### config.mk
export PLATFORM = sky130hd
export DESIGN_NAME = ahb_apb_bridge_ctrl
export DESIGN_NICKNAME = d
export VERILOG_FILES = /design/src/rtl/bridge_pkg.sv /design/src/rtl/apb_wbuf.sv /design/src/rtl/ahb_apb_bridge_ctrl.sv
export SDC_FILE = /design/constraint.sdc
export NUM_CORES = 1
export LEC_CHECK = 0
export BUFFER_PORTS_ARGS = -buffer_cell sky130_fd_sc_hd__buf_4
export CELL_PAD_IN_SITES_DETAIL_PLACEMENT = 2
export CELL_PAD_IN_SITES_GLOBAL_PLACEMENT = 2
export CORE_UTILIZATION = 37
export DETAILED_ROUTE_END_ITERATION = 8
export PLACE_DENSITY_LB_ADDON = 0.2
export SYNTH_ARGS = -nofsm -noshare
export SYNTH_HDL_FRONTEND = slang
export SYNTH_SLANG_ARGS = --single-unit
### constraint.sdc
create_clock -name Hclk -period 5.09 [get_ports Hclk]
set_clock_uncertainty 0.1 [all_clocks]
set_input_delay 0.509 -clock Hclk [delete_from_list [all_inputs] [get_ports Hclk]]
set_output_delay 0.509 -clock Hclk [all_outputs]
set_load 0.05 [all_outputs]
### src/rtl/bridge_pkg.sv
// Shared state encodings and response codes for the AHB-to-APB bridge controller.
package bridge_pkg;

  typedef enum logic [2:0] {
    A_IDLE,
    A_WDATA,
    A_RWAIT,
    A_ERR1,
    A_ERR2
  } ahb_state_e;

  typedef enum logic [1:0] {
    P_IDLE,
    P_SETUP,
    P_ACCESS
  } apb_state_e;

  localparam logic HRESP_OKAY  = 1'b0;
  localparam logic HRESP_ERROR = 1'b1;

endpackage

### src/rtl/apb_wbuf.sv
// Posted-write buffer: synchronous FIFO with wrap-around pointers and an occupancy count.
module apb_wbuf #(
  parameter  int WIDTH = 67,
  parameter  int DEPTH = 2,
  localparam int PTR_W = (DEPTH > 1) ? $clog2(DEPTH) : 1,
  localparam int CNT_W = $clog2(DEPTH + 1)
) (
  input  logic             clk,
  input  logic             rst_n,
  input  logic             push_i,
  input  logic [WIDTH-1:0] wdata_i,
  input  logic             pop_i,
  output logic [WIDTH-1:0] rdata_o,
  output logic             full_o,
  output logic             empty_o,
  output logic [CNT_W-1:0] count_o
);

  localparam logic [PTR_W-1:0] LAST_PTR = PTR_W'(DEPTH - 1);
  localparam logic [CNT_W-1:0] FULL_CNT = CNT_W'(DEPTH);

  logic [WIDTH-1:0] mem_q [DEPTH];
  logic [PTR_W-1:0] wr_ptr_q, rd_ptr_q;
  logic [CNT_W-1:0] count_q;
  logic             do_push, do_pop;

  function automatic logic [PTR_W-1:0] next_ptr(input logic [PTR_W-1:0] p);
    return (p == LAST_PTR) ? '0 : p + 1'b1;
  endfunction

  assign full_o  = (count_q == FULL_CNT);
  assign empty_o = (count_q == '0);
  assign count_o = count_q;
  assign do_push = push_i && !full_o;
  assign do_pop  = pop_i && !empty_o;
  assign rdata_o = mem_q[rd_ptr_q];

  // NOTE: the storage array has no reset; pointers and count alone decide which entries are valid.
  always_ff @(posedge clk) begin
    if (do_push) mem_q[wr_ptr_q] <= wdata_i;
  end

  always_ff @(posedge clk or negedge rst_n) begin
    if (!rst_n) begin
      wr_ptr_q <= '0;
      rd_ptr_q <= '0;
      count_q  <= '0;
    end else begin
      if (do_push) wr_ptr_q <= next_ptr(wr_ptr_q);
      if (do_pop)  rd_ptr_q <= next_ptr(rd_ptr_q);
      if (do_push && !do_pop)      count_q <= count_q + 1'b1;
      else if (do_pop && !do_push) count_q <= count_q - 1'b1;
    end
  end

endmodule

### src/rtl/ahb_apb_bridge_ctrl.sv
// AHB-to-APB bridge controller: posted writes through apb_wbuf, stalled reads,
// PREADY wait states, PSLVERR reporting and back-to-back APB transfers.
module ahb_apb_bridge_ctrl
  import bridge_pkg::*;
#(
  parameter int ADDR_W     = 32,
  parameter int DATA_W     = 32,
  parameter int NSLV       = 3,
  parameter int WBUF_DEPTH = 2
) (
  input  logic              Hclk,
  input  logic              Hreset,
  input  logic              Valid,
  input  logic [ADDR_W-1:0] Haddr,
  input  logic              Hwrite,
  input  logic [NSLV-1:0]   Tempselx,
  input  logic [DATA_W-1:0] Hwdata,
  output logic              Hreadyout,
  output logic              Hresp,
  output logic [DATA_W-1:0] Hrdata,
  output logic [NSLV-1:0]   Pselx,
  output logic [ADDR_W-1:0] Paddr,
  output logic [DATA_W-1:0] Pwdata,
  output logic              Pwrite,
  output logic              Penable,
  input  logic              Pready,
  input  logic              Pslverr,
  input  logic [DATA_W-1:0] Prdata,
  output logic              Werr,
  input  logic              Werr_clr
);

  localparam int ENTRY_W = ADDR_W + NSLV + DATA_W;
  localparam int CNT_W   = $clog2(WBUF_DEPTH + 1);

  ahb_state_e        a_q, a_d;
  apb_state_e        p_q, p_d;
  logic              p_write_q, p_write_d;
  logic              rd_launched_q, rd_launched_d;
  logic [ADDR_W-1:0] addr_q;
  logic [NSLV-1:0]   sel_q;
  logic [DATA_W-1:0] hrdata_q;
  logic              werr_q;

  logic              hready, accept, wr_done, push, pop, apb_done, rd_done, rd_pend, werr_set;
  logic              launch_wr, launch_rd;
  logic              wb_full, wb_empty;
  logic [CNT_W-1:0]  wb_count, cnt_after;
  logic [ENTRY_W-1:0] wb_rdata;
  logic [ADDR_W-1:0] head_addr;
  logic [NSLV-1:0]   head_sel;
  logic [DATA_W-1:0] head_data;

  apb_wbuf #(.WIDTH(ENTRY_W), .DEPTH(WBUF_DEPTH)) u_wbuf (
    .clk    (Hclk),
    .rst_n  (Hreset),
    .push_i (push),
    .wdata_i({addr_q, sel_q, Hwdata}),
    .pop_i  (pop),
    .rdata_o(wb_rdata),
    .full_o (wb_full),
    .empty_o(wb_empty),
    .count_o(wb_count)
  );

  assign {head_addr, head_sel, head_data} = wb_rdata;

  // Ready decodes only AHB state and buffer occupancy, never APB inputs.
  assign hready   = (a_q == A_IDLE) || (a_q == A_ERR2) || ((a_q == A_WDATA) && !wb_full);
  assign accept   = Valid && hready;
  assign wr_done  = (a_q == A_WDATA) && hready;
  assign push     = wr_done && (|sel_q);
  assign apb_done = (p_q == P_ACCESS) && Pready;
  assign pop      = apb_done && p_write_q;
  assign rd_done  = apb_done && !p_write_q;
  assign rd_pend  = (a_q == A_RWAIT) && !rd_launched_q;
  assign cnt_after = wb_count - CNT_W'(pop) + CNT_W'(push);
  assign werr_set = (pop && Pslverr) || (wr_done && !(|sel_q));

  // NOTE: every variable written here gets a default first, so no latch can be inferred.
  always_comb begin
    a_d = a_q;
    case (a_q)
      A_RWAIT: if (rd_done) a_d = Pslverr ? A_ERR1 : A_IDLE;
      A_ERR1:  a_d = A_ERR2;
      default: ;
    endcase
    if (hready) begin
      if (!Valid)         a_d = A_IDLE;
      else if (Hwrite)    a_d = A_WDATA;
      else if (|Tempselx) a_d = A_RWAIT;
      else                a_d = A_ERR1;
    end
  end

  // Writes drain before a pending read; a finishing transfer chains straight into SETUP.
  always_comb begin
    p_d           = p_q;
    p_write_d     = p_write_q;
    rd_launched_d = rd_launched_q;
    launch_wr     = 1'b0;
    launch_rd     = 1'b0;
    case (p_q)
      P_IDLE: begin
        launch_wr = !wb_empty;
        launch_rd = wb_empty && rd_pend;
      end
      P_SETUP: p_d = P_ACCESS;
      P_ACCESS: begin
        if (Pready) begin
          launch_wr = (cnt_after != '0);
          launch_rd = (cnt_after == '0) && rd_pend;
          if (!launch_wr && !launch_rd) p_d = P_IDLE;
        end
      end
      default: p_d = P_IDLE;
    endcase
    if (launch_wr || launch_rd) begin
      p_d       = P_SETUP;
      p_write_d = launch_wr;
    end
    if (launch_rd)    rd_launched_d = 1'b1;
    else if (rd_done) rd_launched_d = 1'b0;
  end

  // NOTE: state registers use non-blocking assignments so all of them sample pre-edge values.
  always_ff @(posedge Hclk or negedge Hreset) begin
    if (!Hreset) begin
      a_q           <= A_IDLE;
      p_q           <= P_IDLE;
      p_write_q     <= 1'b0;
      rd_launched_q <= 1'b0;
      addr_q        <= '0;
      sel_q         <= '0;
      hrdata_q      <= '0;
      werr_q        <= 1'b0;
    end else begin
      a_q           <= a_d;
      p_q           <= p_d;
      p_write_q     <= p_write_d;
      rd_launched_q <= rd_launched_d;
      if (accept) begin
        addr_q <= Haddr;
        sel_q  <= Tempselx;
      end
      if (rd_done && !Pslverr) hrdata_q <= Prdata;
      if (werr_set)      werr_q <= 1'b1;
      else if (Werr_clr) werr_q <= 1'b0;
    end
  end

  // Write transfers read the buffer head, which stays put until its own completion pops it.
  always_comb begin
    Pselx  = '0;
    Paddr  = '0;
    Pwdata = '0;
    Pwrite = 1'b0;
    if (p_q != P_IDLE) begin
      if (p_write_q) begin
        Pselx  = head_sel;
        Paddr  = head_addr;
        Pwdata = head_data;
        Pwrite = 1'b1;
      end else begin
        Pselx = sel_q;
        Paddr = addr_q;
      end
    end
  end

  assign Penable   = (p_q == P_ACCESS);
  assign Hreadyout = hready;
  assign Hresp     = ((a_q == A_ERR1) || (a_q == A_ERR2)) ? HRESP_ERROR : HRESP_OKAY;
  assign Hrdata    = hrdata_q;
  assign Werr      = werr_q;

endmodule

* After elaboration in Yosys (flattened, before gate mapping)
Memory sizes are Yosys's and may differ from the RTL's.
Cells that the tools add are included.
** Word-level totals
- Register bits :: 79
- RAM bits :: 134
- Input bits :: 106
- Output and inout port bits :: 104
- Logic and storage cells :: 110
- Memories kept :: 1
** Cells by class
- Add/sub/neg operators :: 6
- Equality and inequality tests :: 11
- Multiplexer cells :: 34
- Reductions and logical operators :: 47
** Memories
- u_wbuf.mem_q :: words 2, width 67, read ports 1, clocked after Yosys merged registers in 0, wr ports 1, RTL line apb_wbuf.sv:22 : logic [WIDTH-1:0] mem_q [DEPTH];
** Operators by type and width (number)
- $mux 32 :: 4
- $logic_and 1x1->1 :: 18
- $mux 2 :: 8
- $mux 1 :: 14
- $mux 3 :: 4
- $logic_not 1->1 :: 10
- $reduce_bool 2->1 :: 5
- $eq 3x2->1 const B :: 2
- $logic_not 2->1 :: 3
- $ne 3x1->1 const B :: 2
- $pmux 2 s3 :: 1
- $pmux 3 s2 :: 1
- $reduce_or 3->1 :: 2
- $logic_or 1x1->1 :: 5
- $eq 2x2->1 const B :: 2
- $pmux 1 s2 :: 2
- $eq 3x1->1 const B :: 1
- $eq 3x3->1 const B :: 1
- $logic_not 3->1 :: 1
- $ne 3x3->1 const B :: 1
- $reduce_and 3->1 :: 1
- $reduce_bool 3->1 :: 1
- $add 1x1->1 const B :: 2
- $add 2x1->2 :: 1
- 6 further kinds :: 6

* Depth between registers and ports, before layout
Gate-level depths: netlist of the first run.
- Depth after elaboration :: 15
- Gate-level depth with buffers :: 10
- Depth with buffers taken out :: 9

* Hierarchy
From an unflattened synthesis of the first run, not the netlist that was laid out.
** Unflattened totals
- Cells, all modules :: 547
- Area, all modules :: 9056.2 µm²
** Modules (own cells, without submodules)
- apb_wbuf :: times used 1, cells an instance 228, area an instance 5122.4 µm², seq. area each 4124.0 µm²
- ahb_apb_bridge_ctrl :: times used 1, cells an instance 319, area an instance 3933.8 µm², seq. area each 1876.8 µm²

* Worst setup path before layout of the first run
No wires, ideal clock.
- Path kind :: flip-flop to flip-flop
- From :: register u_wbuf.count_q[1] (netlist: u_wbuf.count_o[1])
- To :: memory u_wbuf.mem_q[0][0] (enable)
- Setup time :: 500 ps
- Arrival :: 4029 ps
- Data required time :: 4490 ps
- Path slack :: 460 ps
- Stages on the path, launching flop included :: 4
- Path buffers :: 0
- Clock period less this slack :: 4630 ps
- Cell sequence :: dfrtp_1 > nor2b_2 > nor4_2 > nor2b_1
** On the way
- Longest elaborated chain between the ends :: 9
** RTL lines
- start: declaration :: RTL line apb_wbuf.sv:24 : logic [CNT_W-1:0] count_q;
- start signal: assignment :: RTL line apb_wbuf.sv:51 : if (do_push && !do_pop) count_q <= count_q + 1'b1;
- start signal: assignment :: RTL line apb_wbuf.sv:52 : else if (do_pop && !do_push) count_q <= count_q - 1'b1;
- $eq 2x2->1 * :: RTL line apb_wbuf.sv:31 : assign full_o = (count_q == FULL_CNT);
- $logic_not 1->1 * :: RTL line apb_wbuf.sv:34, ahb_apb_bridge_ctrl.sv:69
- $logic_and 1x1->1 :: RTL line ahb_apb_bridge_ctrl.sv:69 : assign hready = (a_q == A_IDLE) || (a_q == A_ERR2) || ((a_q == A_WDATA) && !wb_full);
- $logic_or 1x1->1 :: RTL line ahb_apb_bridge_ctrl.sv:69
- $logic_and 1x1->1 :: RTL line ahb_apb_bridge_ctrl.sv:71 : assign wr_done = (a_q == A_WDATA) && hready;
- $logic_and 1x1->1 :: RTL line ahb_apb_bridge_ctrl.sv:72 : assign push = wr_done && (|sel_q);
- $logic_and 1x1->1 * :: RTL line apb_wbuf.sv:34 : assign do_push = push_i && !full_o;
- $mux 1 * :: RTL line apb_wbuf.sv:40 : if (do_push) mem_q[wr_ptr_q] <= wdata_i;
- $mux 1 (implied by the code) * :: RTL line apb_wbuf.sv:40
- end: declaration :: RTL line apb_wbuf.sv:22
Mark *: on every way between the ends. The rest lies on a longest branch, timed or not.

* Worst setup path after layout of the first run
- From :: register u_wbuf.rd_ptr_q
- To :: output port Paddr[28]
** On the way
- Longest elaborated chain between the ends :: 3
** RTL lines
- start: declaration :: RTL line apb_wbuf.sv:23 : logic [PTR_W-1:0] wr_ptr_q, rd_ptr_q;
- start signal: assignment :: RTL line apb_wbuf.sv:50 : if (do_pop) rd_ptr_q <= next_ptr(rd_ptr_q);
- $mem_v2 2x67
- $mux 32 :: RTL line ahb_apb_bridge_ctrl.sv:159 : if (p_write_q) begin
- $mux 32 :: RTL line ahb_apb_bridge_ctrl.sv:158 : if (p_q != P_IDLE) begin
- end: declaration :: RTL line ahb_apb_bridge_ctrl.sv:22 : output logic [ADDR_W-1:0] Paddr,
No other way between the ends.

==> results of run 1 <==
-- routing by layer --
metal	up-vias	part of all wire [%]
met4	0	1.6
met1	2719	43
met3	28	6.6
met5	-	0
met2	168	49
li1	2452	-
-- placed cells by master (no fill, tap or decap), types with 4 or more instances in the layout --
master and n:
buf_4 213, clkinv_2 4, nor2_1 74, xnor2_1 4
edfxtp_1 134, o21ai_0 6, nor3_1 4, mux2i_1 68
clkbuf_1 11, inv_1 5, clkbuf_16 25, dfrtp_1 77
mux2_2 38, mux2_4 29, a211oi_1 35
-- cell type report --
class                   instances  share of cell area [%]
flip-flops and latches        213                   53.32
multi-input cells             301                   22.34
repair buffers                213                   14.20
clock buffers                  39                   6.287
well taps                     313                   3.477
clock inverters                 5                  0.2111
inverters                       5                  0.1666
-- per-stage QoR --
step                cell area, sq um  std cells  hold slack (ns)  setup slack [ns]  utilization (%)
floorplan                       8698        552           0.1134            0.4604                -
global placement               10530       1045           0.3688             2.343            46.10
detailed placement             10530       1045           0.3814             2.202            46.10
CTS                            11260       1089          0.06837             1.661            49.30
global route                   11260       1089          0.06781             1.541            49.30
finish                         11260       1089          0.09013             1.742            49.30
-- how the worst max path moves through the flow --
stage                                  from            endpoint  slack, ns  depth (start not counted)
after floorplan           u_wbuf.count_o[1]  u_wbuf.mem_q[0][0]       0.46                          3
after detailed placement    u_wbuf.rd_ptr_q           Paddr[28]       2.20                          4
after global placement      u_wbuf.rd_ptr_q           Paddr[26]       2.34                          4
after CTS                   u_wbuf.rd_ptr_q           Paddr[28]       1.66                          4
final                       u_wbuf.rd_ptr_q           Paddr[28]       1.74                          4
after global routing        u_wbuf.rd_ptr_q           Paddr[28]       1.54                          4
-- registers in the layout, indices dropped and copies added (netlist names) --
signal           count
rd_launched_q        1
Hrdata              32
a_q                  3
u_wbuf.count_o       2
u_wbuf.wr_ptr_q      1
addr_q              32
p_write_q            1
sel_q                3
Werr                 1
p_q                  2
u_wbuf.rd_ptr_q      1
u_wbuf.mem_q       134
-- cell families after synthesis --
kind of cell / Yosys count / synth area share, %
compound gates: 52 / 4.315
xor+xnor: 7 / 0.7048
fa+ha+maj: 4 / 0.5467
buf+inv: 38 / 2.330
flops: 213 / 68.99
mux: 135 / 17.75
simple gates: 103 / 5.366
==> results.md, run 1 <==
- Status: complete, no violations
- Max Clk Rate: 298.7 MHz
- Initial antenna violation count: 0
- RR Endpoint: p_write_q
- # diodes: 0
- Mapped Nets: 661
- Reg2reg setup slack: 2.38 ns
- CP max stage delay: 1.05 ns
- Met3 usage in global routing: 4.513%
- WL/cell: 20.14 um
- TritonCTS buffer count: 24
- Worst hold path type: in -> reg
- Vert. Die Dim: 155.3 um
- Area Overhead vs Synth: 29.49%
- Multi-input logic area: 2516 sq um
- Synth top cells by count: edfxtp_1, dfrtp_1, nor2_1
- Tot GR Track Use: 18.53%
- Register area: 6006 sq um
- Port bufs: 209
- Worst Setup End Kind: output pin
- Final Net Count: 867
- Clk_lat worst skew: 0.50 ns
- Hold EP: u_wbuf.mem_q[0][1]
- Grt peak-use layer: met2
- Total gr overflow: 0
- Sinks on Clock Net: 213
- CP top delay family: flip-flops
- Syn. warnings: 0
- Pins Over Slew Limit: 0
- Slowest-stage cell, CP: dfrtp_4
- Clock Pin Slew Worst Setup and Hold Paths: 0.06 ns
- Post-synthesis cell type count: 44
- Routed WL: 21.94 mm
- Worst path most repeated cell: buf_4
- CTS Buffer Depth: 3
- Root Buffer: clkbuf_16
- Share of cells above drive strength 1: 41.88%
- Post-DP HPWL: 14.40 mm
- Routing usage on met2: 31.05%
- Die span in x: 155.3 um
- R2R depth: 9
- Number of synthesized flops with an enable pin: 134
- Synth Area per Inst: 15.76 sq um
- Htree depth: 1
- Post-route minimum period: 3.348 ns
- Crit path DAT: 2.74 ns
- Final setup vio count: 0
- Sequential area share after synthesis: 68.99%
- CP required: 4.48 ns
- Row count: 55
- Period utilization: 65.78%
- CTS-repair resized insts: 0
- Async S/R FF share, synth: 37.09%
- Ports: 210
- Vias in the first global route: 6100
- Via density: 4.928
- Via count: 5367
- DRC Markers: 0
- Critical path type: reg -> out
- Worst setup SP type: flip-flop
- Hold_sp: Hwdata[1]
- RSZ-0062 raised after global routing: no
- CTS Hold Bufs: 0
- Final GP Congestion: 0.7532
- Top_reg_cell synth: edfxtp_1
- CTS tree: yes
- Slew at the pin closest to its max-slew limit: 1.116 ns
- Synth area leaders: edfxtp_1, dfrtp_1, mux2i_1
- Pin count of the biggest net entering global routing: 80
- DIE AREA: 24130 sq um
- Hold Path Depth: 1
- Total of max-cap violations: 0
- Core area: 22850 sq um
- Total negative setup slack: 0 ns
- Synthesized cell area: 8698 sq um
- Maximum fanout along the worst path: 52
- Met1 Track Usage GR: 24.21%
- Synth area leader: edfxtp_1
- Ordered list of cells on the worst path: buf_4, mux2i_1, a211oi_1, buf_4
- Seq cells post-synth: 213
- Detailed router's first-iteration violation count: 171
- First-pass DRT Iterations: 4
- Reg-to-Reg Start: p_q[0]
- Most frequent cell after synthesis: edfxtp_1
- Syn Inst Count: 552
- Sum of buffers and inverters on the critical path: 2
- Slew headroom: 25.44%
- First-pass GRT wire length: 34.74 mm
- Post CTS Setup Buffer Count: 0
- Routed Antenna Nets: 0
- Initial Utilization: 38.07%
- Hold Violations, Final: 0
- Share of the synthesized area in the top cell type: 46.26%
- Fillers: 2187
Power of run 1 is not shown: default switching activity piles up to over one toggle a cycle in this logic, so the estimate is an artifact.
==> inputs of run 2 (changes only) <==
Clock period 5.09 ns to 3.5 ns, I/O delays scaled along.
==> run 2 against run 1 <==
Sequential share of layout area decreased by 4.9 points. Critical endpoint is now Paddr[4]. Setup slack got worse by 1.1 ns. Routed wire length increased by 14%.
==> results.md, run 2 (same netlist as run 1, synthesis figures left out) <==
- Status: complete, no violations (unchanged)
- Total of max-cap violations: 0 (unchanged)
- # diodes: 0 (unchanged)
- Sinks on Clock Net: 213 (unchanged)
- Post-route minimum period: 2.825 ns
- Initial Utilization: 38.07% (unchanged)
- CP top delay family: buffers and inverters (was flip-flops)
- Place WS: 0.8486 ns (was 2.202 ns)
- Slew headroom: 37.16% (was 25.44%)
- Total negative setup slack: 0 ns (unchanged)
- Pleak: 5.250 nW
- Initial antenna violation count: 0 (unchanged)
- CP required: 3.05 ns (was 4.48 ns)
- Crit path DAT: 2.38 ns (was 2.74 ns)
- Core area: 22850 sq um (unchanged)
- First-pass GRT wire length: 38.58 mm (was 34.74 mm)
- Commonest non-fill, non-tap cell in the layout: buf_4 (unchanged)
- Hold Violations, Final: 0 (unchanged)
- Power Density: 1066 nW/um^2
- CTS tree: yes (unchanged)
- TritonCTS buffer count: 24 (unchanged)
- Met1 Track Usage GR: 24.03% (was 24.21%)
- DRC Markers: 0 (unchanged)
- Routing usage on met2: 39.65% (was 31.05%)
- Max Clk Rate: 354.0 MHz
- DIE AREA: 24130 sq um (unchanged)
- Maximum fanout along the worst path: 75 (was 52)
- Htree depth: 1 (unchanged)
- Ports: 210 (unchanged)
- Fin area: 12400 sq um (was 11260 sq um)
- Post-DP HPWL: 14.06 mm (was 14.40 mm)
- Tot GR Track Use: 20.93% (was 18.53%)
- RSZ-0062 raised after global routing: no (unchanged)
- Ordered list of cells on the worst path: buf_4, nor2_1, a211oi_1, buf_4 (was buf_4, mux2i_1, a211oi_1, buf_4)
- Met3 usage in global routing: 4.596% (was 4.513%)
- Slowest-stage cell, CP: buf_4 (was dfrtp_4)
- CTS Hold Bufs: 101 (was 0)
- Post CTS Setup Buffer Count: 0 (unchanged)
- Area Overhead vs Synth: 42.59% (was 29.49%)
- Pin count of the biggest net entering global routing: 76 (was 80)
- Share of cells above drive strength 1: 37.57% (was 41.88%)
- Critical path type: reg -> out (unchanged)
- Placed Instance Area: 10590 sq um (was 10530 sq um)
- Via count: 5788 (was 5367)
- Pins Over Slew Limit: 0 (unchanged)
- Root Buffer: clkbuf_16 (unchanged)
- Worst path most repeated cell: buf_4 (unchanged)
- Sum of buffers and inverters on the critical path: 2 (unchanged)
- Worst setup SP type: flip-flop (unchanged)
- Final setup vio count: 0 (unchanged)
- Setup WS post-layout: 0.6748 ns (was 1.742 ns)
- First-pass DRT Iterations: 4 (unchanged)
- Via density: 4.848 (was 4.928)
- Port bufs: 209 (unchanged)
- IR Drop Worst-Case VDD: 0.4814 mV
- Most frequent cells in the layout: buf_4, edfxtp_1, dlygate4sd3_1, dfrtp_1, nor2_1 (was buf_4, edfxtp_1, dfrtp_1, nor2_1, mux2i_1)
- Routed Antenna Nets: 0 (unchanged)
- Clk_lat worst skew: 0.51 ns (was 0.50 ns)
- Vert. Die Dim: 155.3 um (unchanged)
- Row count: 55 (unchanged)
- Total gr overflow: 0 (unchanged)
- CTS Buffer Depth: 3 (unchanged)
- CP max stage delay: 0.62 ns (was 1.05 ns)
- Routed WL: 24.93 mm (was 21.94 mm)
- Detailed router's first-iteration violation count: 149 (was 171)
- Top reg by flops: u_wbuf.mem_q (unchanged)
- WL/cell: 20.88 um (was 20.14 um)
- Period utilization: 80.72%
- Final GP Congestion: 0.7408 (was 0.7532)
- Max reg flops: 134 (unchanged)
- Grt peak-use layer: met2 (unchanged)
- CTS-repair resized insts: 0 (unchanged)
- Slew at the pin closest to its max-slew limit: 0.9427 ns (was 1.116 ns)
- Final Net Count: 972 (was 867)
- Die span in x: 155.3 um (unchanged)
- Vias in the first global route: 6671 (was 6100)
- Clock Pin Slew Worst Setup and Hold Paths: 0.06 ns (about the same)
- Worst Setup End Kind: output pin (unchanged)
- Worst hold path type: in -> reg (unchanged)
-- run 2: layout make-up --
type | instances | area [sq um]
clock inverters | 2 | 35.03
flip-flops and latches | 213 | 6006
clock buffers | 42 | 770.7
repair buffers | 318 | 2665
fillers | 2123 | 10440
multi-input cells | 301 | 2516
inverters | 5 | 18.77
well taps | 313 | 391.6
-- run 2: tightest hold or removal path: stages --
cell,delay [ns]
buf_4,0.09
nand3b_1,0.09
a21oi_1,0.06
-- run 2: per-stage QoR --
step           util (%)  total power, mW  hold WS [ns]  instances
2_1_floorplan         -            8.566      -0.04559        552
3_3_place_gp      46.34            10.36        0.3702       1049
3_5_place_dp      46.34            10.57        0.3811       1049
4_1_cts           54.29            13.24      0.005515       1194
5_1_grt           54.29            13.78       0.01424       1194
6_report          54.29            13.23       0.02836       1194
-- run 2: power breakdown --
group	internal (mW)	switching, mW
Sequential	3.51	0.667
Combinational	2.18	4.32
Clock	1.56	0.984
-- run 2: metal layers --
metal  vias to the layer above  share of wire (%)
met3                        26                5.4
met4                         0                1.5
li1                       2667                  -
met1                      2926                 40
met2                       169                 53
met5                         -                  0
-- run 2: final timing paths --
kind,from,endpoint,slack (ns),cells after the start
setup / recovery,p_write_q,Paddr[4],0.67,4
hold / removal,Hwrite,a_q[1],0.03,3
setup reg to reg,p_q[0],p_write_q,0.82,9
hold reg to reg,addr_q[30],u_wbuf.mem_q[1][65],0.39,0
max in group asynchronous,Hreset,Hrdata[21],2.10,3
min in group asynchronous,Hreset,addr_q[7],0.41,2
(Power assumes the default switching activity.)
==> inputs of run 3 (changes only) <==
Settings changed: CORE_UTILIZATION 37 to 33.
Clock period 3.5 ns to 2.3 ns, I/O delays scaled along.
==> run 3 against run 2 <==
First-iteration DRC count is 13% higher. Routed wire length is 3.2% higher. Final cell count is 4.5% higher. Critical path depth is 1 lower. Via count is 2.3% higher. Final area is 6.1% higher. Sequential share of layout area is 2.8 points lower. Critical endpoint is now Hrdata[4].
==> results.md, run 3 (same netlist as run 1, synthesis figures left out) <==
- Crit path DAT: 2.57 ns (was 2.38 ns)
- Critical path type: reg -> reg (was reg -> out)
- RSZ-0062 raised after global routing: yes (was no)
- Total negative setup slack: 0 ns (unchanged)
- Core area: 25980 sq um (was 22850 sq um)
- Port bufs: 209 (unchanged)
- Maximum fanout along the worst path: 37 (was 75)
- CTS tree: yes (unchanged)
- Area Overhead vs Synth: 51.27% (was 42.59%)
- Post-route minimum period: 2.272 ns
- Period utilization: 98.76%
- Clk_lat worst skew: 0.51 ns (about the same)
- Ports: 210 (unchanged)
- Top reg by flops: u_wbuf.mem_q (unchanged)
- Pin count of the biggest net entering global routing: 41 (was 76)
- Sinks on Clock Net: 213 (unchanged)
- Tot GR Track Use: 19.34% (was 20.93%)
- Fillers: 2423 (was 2123)
- Initial Utilization: 33.47% (was 38.07%)
- # diodes: 0 (unchanged)
- Slew at the pin closest to its max-slew limit: 0.6186 ns (was 0.9427 ns)
- Via count: 5923 (was 5788)
- Power Density: 1620 nW/um^2 (was 1066 nW/um^2)
- Hold Violations, Final: 0 (unchanged)
- Pins Over Slew Limit: 0 (unchanged)
- Routed Antenna Nets: 0 (unchanged)
- Total of max-cap violations: 0 (unchanged)
- Worst setup SP type: flip-flop (unchanged)
- IR Drop Worst-Case VDD: 0.9713 mV (was 0.4814 mV)
- Share of cells above drive strength 1: 44.25% (was 37.57%)
- Total gr overflow: 0 (unchanged)
- CP top delay family: simple AND/OR/NAND/NOR gates (was buffers and inverters)
- Sum of buffers and inverters on the critical path: 1 (was 2)
- Ordered list of cells on the worst path: buf_16, or4_4, mux2_4 (was buf_4, nor2_1, a211oi_1, buf_4)
- Slowest-stage cell, CP: or4_4 (was buf_4)
- TritonCTS buffer count: 25 (was 24)
- CTS Buffer Depth: 3 (unchanged)
- Commonest non-fill, non-tap cell in the layout: buf_4 (unchanged)
- Status: complete, no violations (unchanged)
- Via density: 4.746 (was 4.848)
- Vias in the first global route: 6885 (was 6671)
- Max Clk Rate: 440.2 MHz
- WL/cell: 20.61 um (was 20.88 um)
- Vert. Die Dim: 164.4 um (was 155.3 um)
- Reg2reg setup slack: 0.03 ns (was 0.82 ns)
- Clock Pin Slew Worst Setup and Hold Paths: 0.06 ns (about the same)
- CP required: 2.59 ns (was 3.05 ns)
- Final setup vio count: 0 (unchanged)
- DRC Markers: 0 (unchanged)
- First-pass GRT wire length: 39.64 mm (was 38.58 mm)
- Routed WL: 25.72 mm (was 24.93 mm)
- Max reg flops: 134 (unchanged)
- Overall Power: 21.31 mW (was 13.23 mW)
- Slew headroom: 58.76% (was 37.16%)
- Pleak: 5.542 nW (was 5.250 nW)
- Row count: 59 (was 55)
- Worst hold path type: in -> async (was in -> reg)
- Initial antenna violation count: 0 (unchanged)
- Finished Layout Cells: 1248 (was 1194)
- Root Buffer: clkbuf_16 (unchanged)
- Worst Setup End Kind: flip-flop (was output pin)
- Htree depth: 1 (unchanged)
- Detailed router's first-iteration violation count: 169 (was 149)
- First-pass DRT Iterations: 4 (unchanged)
- Placed Cells: 1091 (was 1049)
- Most frequent cells in the layout: buf_4, edfxtp_1, dlygate4sd3_1, dfrtp_1, nor2_1 (unchanged)
- CP max stage delay: 0.81 ns (was 0.62 ns)
- Die span in x: 164.4 um (was 155.3 um)
- Final Net Count: 1004 (was 972)
- DIE AREA: 27010 sq um (was 24130 sq um)
- Post-DP HPWL: 14.97 mm (was 14.06 mm)
- Final GP Congestion: 0.7091 (was 0.7408)
- Final core occ: 50.64% (was 54.29%)
## run 3: cell count changes in the layout (fill, tap and decap cells not counted), moves of 4 or more
cell           before  now
a211oi_2            0   35
a211oi_1           35    0
buf_6               0   15
buf_12              2   11
clkbuf_1           10    6
dlygate4sd3_1     101  106
## run 3: path summary, 6_finish.rpt
check	from	to	cells after the start
max in group asynchronous	Hreset	Hrdata[14]	3
hold / removal	Hreset	addr_q[21]	2
min in group Hclk	Hwdata[28]	u_wbuf.mem_q[1][28]	2
setup / recovery	p_write_q	Hrdata[4]	3
hold reg to reg	addr_q[18]	u_wbuf.mem_q[0][53]	0
setup reg to reg	p_write_q	Hrdata[4]	3
## run 3: where the power goes
part           leakage (nW)  internal [mW]  switching, mW  total, mW
Sequential             2.17           5.35          0.775       6.12
Combinational          2.96           4.11           7.19       11.3
Clock                 0.408           2.36           1.54       3.89
Total                  5.54           11.8           9.50       21.3
## run 3: timing repair
action | CTS | global route
buffers inserted | 3 | 1
resized for setup | 10 | 16
pin swaps | 2 | 9
hold buffers | 106 | 0
gates cloned | 1 | 1
hold endpoints to repair | 172 | 0
setup endpoints to repair | 56 | 42
## run 3: area by class of cell
cell class	count	area [sq um]	share of cell area, %
sequential	213	6008	45.66
timing repair buffer	349	3137	23.84
clock inverter	5	27.53	0.2092
multi-input combinational	301	2753	20.92
clock buffer	40	794.5	6.038
tap	335	419.2	3.186
inverter	5	18.77	0.1426
## run 3: stage by stage
stage          cell area [sq um]  setup WS, ns  hold slack (ns)
5_1_grt                    13160      -0.02525           0.2009
6_report                   13160       0.02847           0.1718
3_3_place_gp               11060       0.01510           0.1781
3_5_place_dp               11060      -0.08750           0.1873
2_1_floorplan               8902       -0.2507          -0.1656
4_1_cts                    13050     -0.003528           0.1929
## run 3: metal layers
layer  track usage, %  up-vias  wire (um)
met5                0        -          0
met3            4.192       34       1575
met4            5.261        0        493
met2            35.48      188      13180
met1            22.53     2975      10470
li1                 -     2726          -
